===== config.mk =====
export PLATFORM = sky130hd
export DESIGN_NAME = boot_word_packer_flat
export DESIGN_NICKNAME = d
export VERILOG_FILES = /design/src/rtl/boot_word_packer_if.sv /design/src/rtl/boot_word_packer.sv /design/src/flat_wrapper.sv
export SDC_FILE = /design/constraint.sdc
export NUM_CORES = 1
export LEC_CHECK = 0
export BUFFER_PORTS_ARGS = -buffer_cell sky130_fd_sc_hd__clkbuf_2
export CORE_AREA = 2 2 125 127
export DETAILED_ROUTE_END_ITERATION = 10
export DIE_AREA = 0 0 127 129
export SLEW_MARGIN = 25
export SYNTH_ARGS = -nofsm -noshare
export SYNTH_HDL_FRONTEND = slang
export SYNTH_SLANG_ARGS = --single-unit

===== constraint.sdc =====
create_clock -name clk -period 2.14 [get_ports clk]
set_input_delay 0.214 -clock clk [delete_from_list [all_inputs] [get_ports clk]]
set_output_delay 0.214 -clock clk [all_outputs]
set_load 0.05 [all_outputs]

===== src/rtl/boot_word_packer_if.sv =====
// Byte-stream and word-output bundle between the boot byte reader, the packer and the word register.
interface boot_word_packer_if #(
  parameter int unsigned WIDTH      = 32,
  parameter int unsigned ADDR_WIDTH = 24
) ();
  logic                  cl;
  logic [ADDR_WIDTH-1:0] start_addr;
  logic [7:0]            byte_in;
  logic                  byte_valid;
  logic                  byte_ready;
  logic                  flush;
  logic [WIDTH-1:0]      word_out;
  logic [ADDR_WIDTH-1:0] word_addr;
  logic                  word_w;
  logic                  word_ack;
  logic [15:0]           word_count;

  modport master (
    output cl, start_addr, byte_in, byte_valid, flush, word_ack,
    input  byte_ready, word_out, word_addr, word_w, word_count
  );

  modport slave (
    input  cl, start_addr, byte_in, byte_valid, flush, word_ack,
    output byte_ready, word_out, word_addr, word_w, word_count
  );
endinterface


===== src/rtl/boot_word_packer.sv =====
// Packs boot bytes MSB-first into WIDTH-bit words, strobes each word once and stalls until acknowledged.
module boot_word_packer #(
  parameter int unsigned WIDTH      = 32,
  parameter int unsigned ADDR_WIDTH = 24
) (
  input logic              clk,
  input logic              rst_n,
  boot_word_packer_if.slave bus
);
  localparam int unsigned NB = WIDTH / 8;
  localparam int unsigned IW = $clog2(NB);

  typedef enum logic {FILL, HOLD} state_t;

  state_t           state;
  logic [IW-1:0]    idx;
  logic [WIDTH-1:0] buffer;
  logic [WIDTH-1:0] merged;
  logic             accept;
  logic             last;
  logic             emit;

  // The buffer is zeroed after every word, so unfilled byte lanes are already the zero padding.
  always_comb begin
    accept = bus.byte_valid && bus.byte_ready;
    merged = buffer;
    for (int k = 0; k < int'(NB); k++) begin
      if (accept && (idx == IW'(k))) begin
        merged[WIDTH-1-8*k -: 8] = bus.byte_in;
      end
    end
    last = accept && (idx == IW'(NB - 1));
    emit = (state == FILL) && (last || (bus.flush && ((idx != '0) || accept)));
  end

  always_ff @(posedge clk or negedge rst_n) begin
    if (!rst_n) begin
      state          <= FILL;
      bus.byte_ready <= 1'b1;
      idx            <= '0;
      buffer         <= '0;
      bus.word_out   <= '0;
      bus.word_addr  <= '0;
      bus.word_w     <= 1'b0;
      bus.word_count <= '0;
    end else begin
      bus.word_w <= 1'b0;
      if (bus.cl) begin
        state          <= FILL;
        bus.byte_ready <= 1'b1;
        idx            <= '0;
        buffer         <= '0;
        bus.word_addr  <= bus.start_addr;
        bus.word_count <= '0;
      end else begin
        case (state)
          FILL: begin
            if (emit) begin
              bus.word_out   <= merged;
              bus.word_w     <= 1'b1;
              buffer         <= '0;
              idx            <= '0;
              state          <= HOLD;
              bus.byte_ready <= 1'b0;
            end else if (accept) begin
              buffer <= merged;
              idx    <= idx + IW'(1);
            end
          end
          HOLD: begin
            if (bus.word_ack) begin
              bus.word_addr  <= bus.word_addr + ADDR_WIDTH'(NB);
              bus.word_count <= bus.word_count + 16'd1;
              state          <= FILL;
              bus.byte_ready <= 1'b1;
            end
          end
          default: begin
            state          <= FILL;
            bus.byte_ready <= 1'b1;
          end
        endcase
      end
    end
  end
endmodule


===== src/flat_wrapper.sv =====
// flat-port wrapper written by rule: the top's interface ports become plain ports
module boot_word_packer_flat 
#(
  parameter int unsigned WIDTH      = 32,
  parameter int unsigned ADDR_WIDTH = 24
)
  (clk, rst_n, bus_cl, bus_start_addr, bus_byte_in, bus_byte_valid, bus_flush, bus_word_ack, bus_byte_ready, bus_word_out, bus_word_addr, bus_word_w, bus_word_count);
  boot_word_packer_if #(.WIDTH(WIDTH), .ADDR_WIDTH(ADDR_WIDTH)) bus_i ();
  input logic clk;
  input logic rst_n;
  input wire logic [$bits(bus_i.cl)-1:0] bus_cl;
  input wire logic [$bits(bus_i.start_addr)-1:0] bus_start_addr;
  input wire logic [$bits(bus_i.byte_in)-1:0] bus_byte_in;
  input wire logic [$bits(bus_i.byte_valid)-1:0] bus_byte_valid;
  input wire logic [$bits(bus_i.flush)-1:0] bus_flush;
  input wire logic [$bits(bus_i.word_ack)-1:0] bus_word_ack;
  output wire logic [$bits(bus_i.byte_ready)-1:0] bus_byte_ready;
  output wire logic [$bits(bus_i.word_out)-1:0] bus_word_out;
  output wire logic [$bits(bus_i.word_addr)-1:0] bus_word_addr;
  output wire logic [$bits(bus_i.word_w)-1:0] bus_word_w;
  output wire logic [$bits(bus_i.word_count)-1:0] bus_word_count;
  assign bus_i.cl = bus_cl;
  assign bus_i.start_addr = bus_start_addr;
  assign bus_i.byte_in = bus_byte_in;
  assign bus_i.byte_valid = bus_byte_valid;
  assign bus_i.flush = bus_flush;
  assign bus_i.word_ack = bus_word_ack;
  assign bus_byte_ready = bus_i.byte_ready;
  assign bus_word_out = bus_i.word_out;
  assign bus_word_addr = bus_i.word_addr;
  assign bus_word_w = bus_i.word_w;
  assign bus_word_count = bus_i.word_count;
  boot_word_packer #(.WIDTH(WIDTH), .ADDR_WIDTH(ADDR_WIDTH)) u_core (.clk(clk), .rst_n(rst_n), .bus(bus_i));
endmodule

After elaboration in Yosys (flattened, before gate mapping)
Cells that the tools add are included.
{"block": "classes", "addsub": 3, "n_eq_ne": 6, "muxes": 28, "n_bitwise": 2, "reduce_logical": 18}
{"op": "$mux W32", "n": 4}
{"op": "$mux W24", "n": 3}
{"op": "$mux W16", "n": 3}
{"op": "$mux W8", "n": 4}
{"op": "$add A24 B3 Y24 const B", "n": 1}
{"op": "$add A16 B1 Y16 const B", "n": 1}
{"op": "$mux W1", "n": 8}
{"op": "$mux W2", "n": 4}
{"op": "$logic_and A1 B1 Y1", "n": 7}
{"op": "$reduce_and A2 Y1", "n": 3}
{"op": "$reduce_bool A2 Y1", "n": 3}
{"op": "$eq A2 B2 Y1 const B", "n": 2}
{"op": "$pmux W1 S2", "n": 2}
{"op": "$ne A3 B2 Y1 const B", "n": 1}
{"op": "$ne A3 B3 Y1 const B", "n": 1}
{"op": "$reduce_and A3 Y1", "n": 1}
{"op": "$reduce_bool A3 Y1", "n": 1}
{"op": "$add A2 B1 Y2 const B", "n": 1}
{"op": "$eq A2 B1 Y1 const B", "n": 1}
{"op": "$logic_not A2 Y1", "n": 1}
{"op": "$logic_or A1 B1 Y1", "n": 2}
{"op": "$ne A2 B2 Y1 const B", "n": 1}
{"op": "$not A1 Y1", "n": 2}
{"block": "totals", "regBits": 109, "output_inout_bits": 74, "wordCells": 65}

Depth between registers and ports, before layout
{"block": "depth", "depth_word": 8, "depth_mapped": 8, "ltp_nobuf": 6}

Worst setup path before layout
Ideal clock, no wire load.
{"block": "synth_path", "path_type": "reg2reg", "start": "register u_core.bus.word_count[0]", "end": "register u_core.bus.word_count[14]", "setup_ns": 0.078, "arrival_ns": 2.105, "path_slack_ns": -0.043, "stages_incl_launch_ff": 6, "period_less_slack_ns": 2.183, "path_cell_list": "dfrtp_1 -> ha_1 -> nand4_1 -> or4_1 -> or3_1 -> a21oi_1"}
{"block": "synth_via", "elab_chain_cells": 4}
{"element": "start: declaration", "line_no": "boot_word_packer_if.sv:25", "rtl": "output byte_ready, word_out, word_addr, word_w, word_count"}
{"element": "start signal: assignment", "line_no": "boot_word_packer.sv:73", "rtl": "bus.word_count <= bus.word_count + 16'd1;"}
{"element": "$add A16 B1 Y16", "line_no": "boot_word_packer.sv:73"}
{"element": "$mux W16", "line_no": "boot_word_packer.sv:71", "rtl": "if (bus.word_ack) begin"}
{"element": "$mux W16", "line_no": "boot_word_packer.sv:56", "rtl": "case (state)"}
{"element": "$mux W16", "line_no": "boot_word_packer.sv:48", "rtl": "if (bus.cl) begin"}
Every way passes these cells. The select of a mux whose other input is x is not followed.
A chain may end at the register's enable or synchronous reset.

Worst setup path after layout
{"block": "layout_path", "start": "register u_core.idx[0]", "end": "register u_core.buffer[16]"}
{"block": "layout_via", "elab_chain_cells": 8, "word_cells_on_any_way": 16, "cone_classes": "eq/ne: 2; mux: 5; reduce/logical: 9"}
{"element": "start: declaration", "line_no": "boot_word_packer.sv:16", "rtl": "logic [IW-1:0] idx;"}
{"element": "start signal: assignment", "line_no": "boot_word_packer.sv:67", "rtl": "idx <= idx + IW'(1);"}
{"element": "parallel branches: the longest is 8 deep, another holds $mux W32"}
{"element": "end signal: assignment", "line_no": "boot_word_packer.sv:66", "rtl": "buffer <= merged;"}
{"element": "end: declaration", "line_no": "boot_word_packer.sv:17", "rtl": "logic [WIDTH-1:0] buffer;"}
Parallel ways; which one is timed is not known. The select of a mux whose other input is x is not followed.

==> impl_metrics.toml <==
[status]
run_status = "completed"

[clock_tree]
cts.sinks = 109
clk_path_buf_depth = 2
clk_latency_ns = 0.36
numCtsBuffers = 9
cts_tree = "built"
clkTransAtPathRegs_ns = 0.07
cts-root-buf = "clkbuf_16"
htree_levels = 3

[setup_path]
required_ns = 2.37
arrival_ns = 2.13
crit_type = "reg -> reg"
end_kind = "flop"
crit_fanout = 26
startpoint_type = "flop"

[global_routing]
grt_pass1_wl_mm = 21.2
grt_pass1_vias = 4156
antenna_found_initial = 0
grt.overflow.total = 0
grtUsageTotal = 0.165
grt_max_degree = 56

[flow_run]
drv_cap = 0

[cells_and_area]
final_util = 0.420
area_growth_pct = 22.1
layout.nets = 687
postLayoutCellArea_mm2 = 0.00629
fin_cells = 835
drive_above_1_share = 0.236
n_antenna_cell = 0

[sta]
slew_headroom = 0.600
max_freq_ghz = 0.525
worst_pin_slew_ns = 0.598
rsz0062_at_grt = "false"
maxSlewViolCount = 0
period_share = 0.891
hold_viol_final = 0
finalSetupViolations = 0
fin_crit_ns = 1.91
fin_skew_ns = 0.00864
finalSetupTns_ns = 0

[place]
gp_congestion = 0.778
hpwlAfterDp_mm = 9.29
io_buffers = 111
dp.cells = 819
place_area_mm2 = 0.00597

[die]
ios = 112
rows = 45
die_x_um = 127
coreArea_mm2 = 0.0150
die_h_um = 129
die-area_mm2 = 0.0164
start_util = 0.344

[route]
dr.pass1.iters = 5
drt_iter0_markers = 226
via_per_inst = 4.97
routedWlPerCell_um = 15.5
drcViolationCount = 0
vias = 4152
routed_wl_mm = 13.0
drtAntennaViolNets = 0

[power_and_ir_drop]
pwr_density_cell_mw_per_mm2 = 1080
power.leakage_nw = 2.94
peakVddDrop_v = 0.000430

[synthesis]
ys_warn_count = 0
synth-seq-area-share = 0.530
netlist_instances = 535
synth.distinct_cells = 38
syn_area_mm2 = 0.00515
synth.avg_cell_area_um2 = 9.62
syn_nets = 579
synth-seq-cells = 109

[min_path]
hold_class = "in -> reg"
[final cells by class]
| type | count | area (um2) |
|---|---|---|
| Inverter | 6 | 22.5 |
| Fill cell | 1462 | 8690 |
| Multi-Input combinational cell | 392 | 2310 |
| Timing Repair Buffer | 125 | 691 |
| Sequential cell | 109 | 2730 |
| Tap cell | 188 | 235 |
| Clock buffer | 11 | 243 |
| Clock inverter | 4 | 55.1 |
[layout by cell type, fill, tap and decap left out, types with 3 or more instances in the layout]
| cell | synthesis | layout |
|---|---|---|
| nor2b_1 | 7 | 7 |
| inv_1 | 6 | 6 |
| a22oi_1 | 4 | 4 |
| nor4b_1 | 3 | 3 |
| nor3_1 | 7 | 7 |
| buf_4 | 1 | 12 |
| ha_1 | 6 | 6 |
| nor2_1 | 52 | 51 |
| xor2_1 | 6 | 6 |
| nand4_1 | 12 | 12 |
| clkbuf_2 | 0 | 110 |
| or3_1 | 3 | 3 |
| or4_1 | 3 | 3 |
| clkbuf_16 | 0 | 9 |
| xnor2_1 | 18 | 18 |
| nand2_1 | 88 | 88 |
| dfrtp_1 | 108 | 106 |
| and2_1 | 12 | 12 |
| nand3_1 | 15 | 15 |
| a21oi_1 | 65 | 65 |
| mux2_2 | 3 | 3 |
| nor4_1 | 10 | 10 |
| o21ai_0 | 20 | 20 |
| mux2i_1 | 40 | 40 |
[kinds of logic after synthesis]
family          after synthesis  share of synthesized area
mux                          43                     0.0843
buf+inv                      34                     0.0263
compound gates               96                     0.0994
xor+xnor                     24                     0.0408
fa+ha+maj                     6                     0.0146
flops                       109                      0.530
simple gates                223                      0.204
[worst max-delay path, cell delays in order (launching register included)]
cell	delay, ns
dfrtp_1	0.41
inv_1	0.09
ha_1	0.23
nand2b_1	0.20
a21oi_1	0.36
or2_4	0.38
a21oi_1	0.08
[where the power goes]
part	total (mW)	leakage, nW	switching (mW)	internal, mW
clock	1.72	0.143	0.780	0.943
combinational	2.38	1.41	1.82	0.552
sequential	2.68	1.39	0.260	2.42
total	6.78	2.94	2.86	3.92
[synth_stat cells, drive strengths merged]
cell	count	share of area
mux2	3	0.0066
dfstp	1	0.0051
or2	3	0.0036
nor3	7	0.0068
o311ai	1	0.0017
nor4b	3	0.0051
xnor2	18	0.031
o211ai	1	0.0015
a211o	1	0.0017
nor2	52	0.038
a22oi	4	0.0058
o21ai	20	0.019
buf	6	0.0058
nand2	88	0.064
a211oi	1	0.0015
nor4	12	0.017
nand4	13	0.017
xor2	6	0.010
and2	12	0.015
nand3	15	0.015
clkbuf	22	0.016
mux2i	40	0.078
nand2b	2	0.0024
dfrtp	108	0.53
nor2b	7	0.0085
or3	3	0.0036
a21oi	66	0.065
or4	3	0.0044
and3b	1	0.0017
ha	6	0.015
inv	6	0.0044
o31ai	2	0.0029
nor3b	2	0.0029
[through the flow]
step	power [mW]	setup slack [ns]	hold slack, ns
finish	6.78	0.234	0.0603
floorplan	4.46	0.0388	-0.0816
detailed placement	5.12	0.124	0.194
CTS	6.87	0.102	0.0499
global route	7.13	0.0341	0.0679
global placement	5.08	0.234	0.188
[flip-flops by register name, summed over array words and instances, names as in the netlist]
name,flops
u_core.buffer,32
u_core.bus.word_out,32
u_core.bus.word_addr,24
u_core.bus.word_count,16
u_core.idx,2
u_core.bus.byte_ready,1
u_core.bus.word_w,1
u_core.state,1
[what timing repair did]
item	CTS	global route
endpoints found under the setup margin	0	32
endpoints found under the hold margin	30	0
buffers inserted	0	0
gates resized for setup	0	2
hold buffers	1	0
[path summary, 6_finish.rpt]
check / start / cells after the start / slack (ns) / endpoint
min in group asynchronous: rst_n / 2 / 0.34 / u_core.bus.word_out[0]
max in group asynchronous: rst_n / 3 / 1.09 / u_core.bus.word_addr[6]
worst min register to register: u_core.buffer[3] / 1 / 0.49 / u_core.buffer[3]
worst max-delay path: u_core.idx[0] / 6 / 0.23 / u_core.buffer[16]
worst min-delay path: bus_start_addr[10] / 3 / 0.06 / u_core.bus.word_addr[10]
worst max register to register: u_core.idx[0] / 6 / 0.23 / u_core.buffer[16]
[per-layer routing]
layer	part of all wire	routed length (um)	GRT usage
met1	0.45	5900	0.215
met2	0.47	6160	0.273
met3	0.060	785	0.0437
met4	0.0098	127	0.0433
met5	0	0	0
Power figures use the tool's default switching activity.
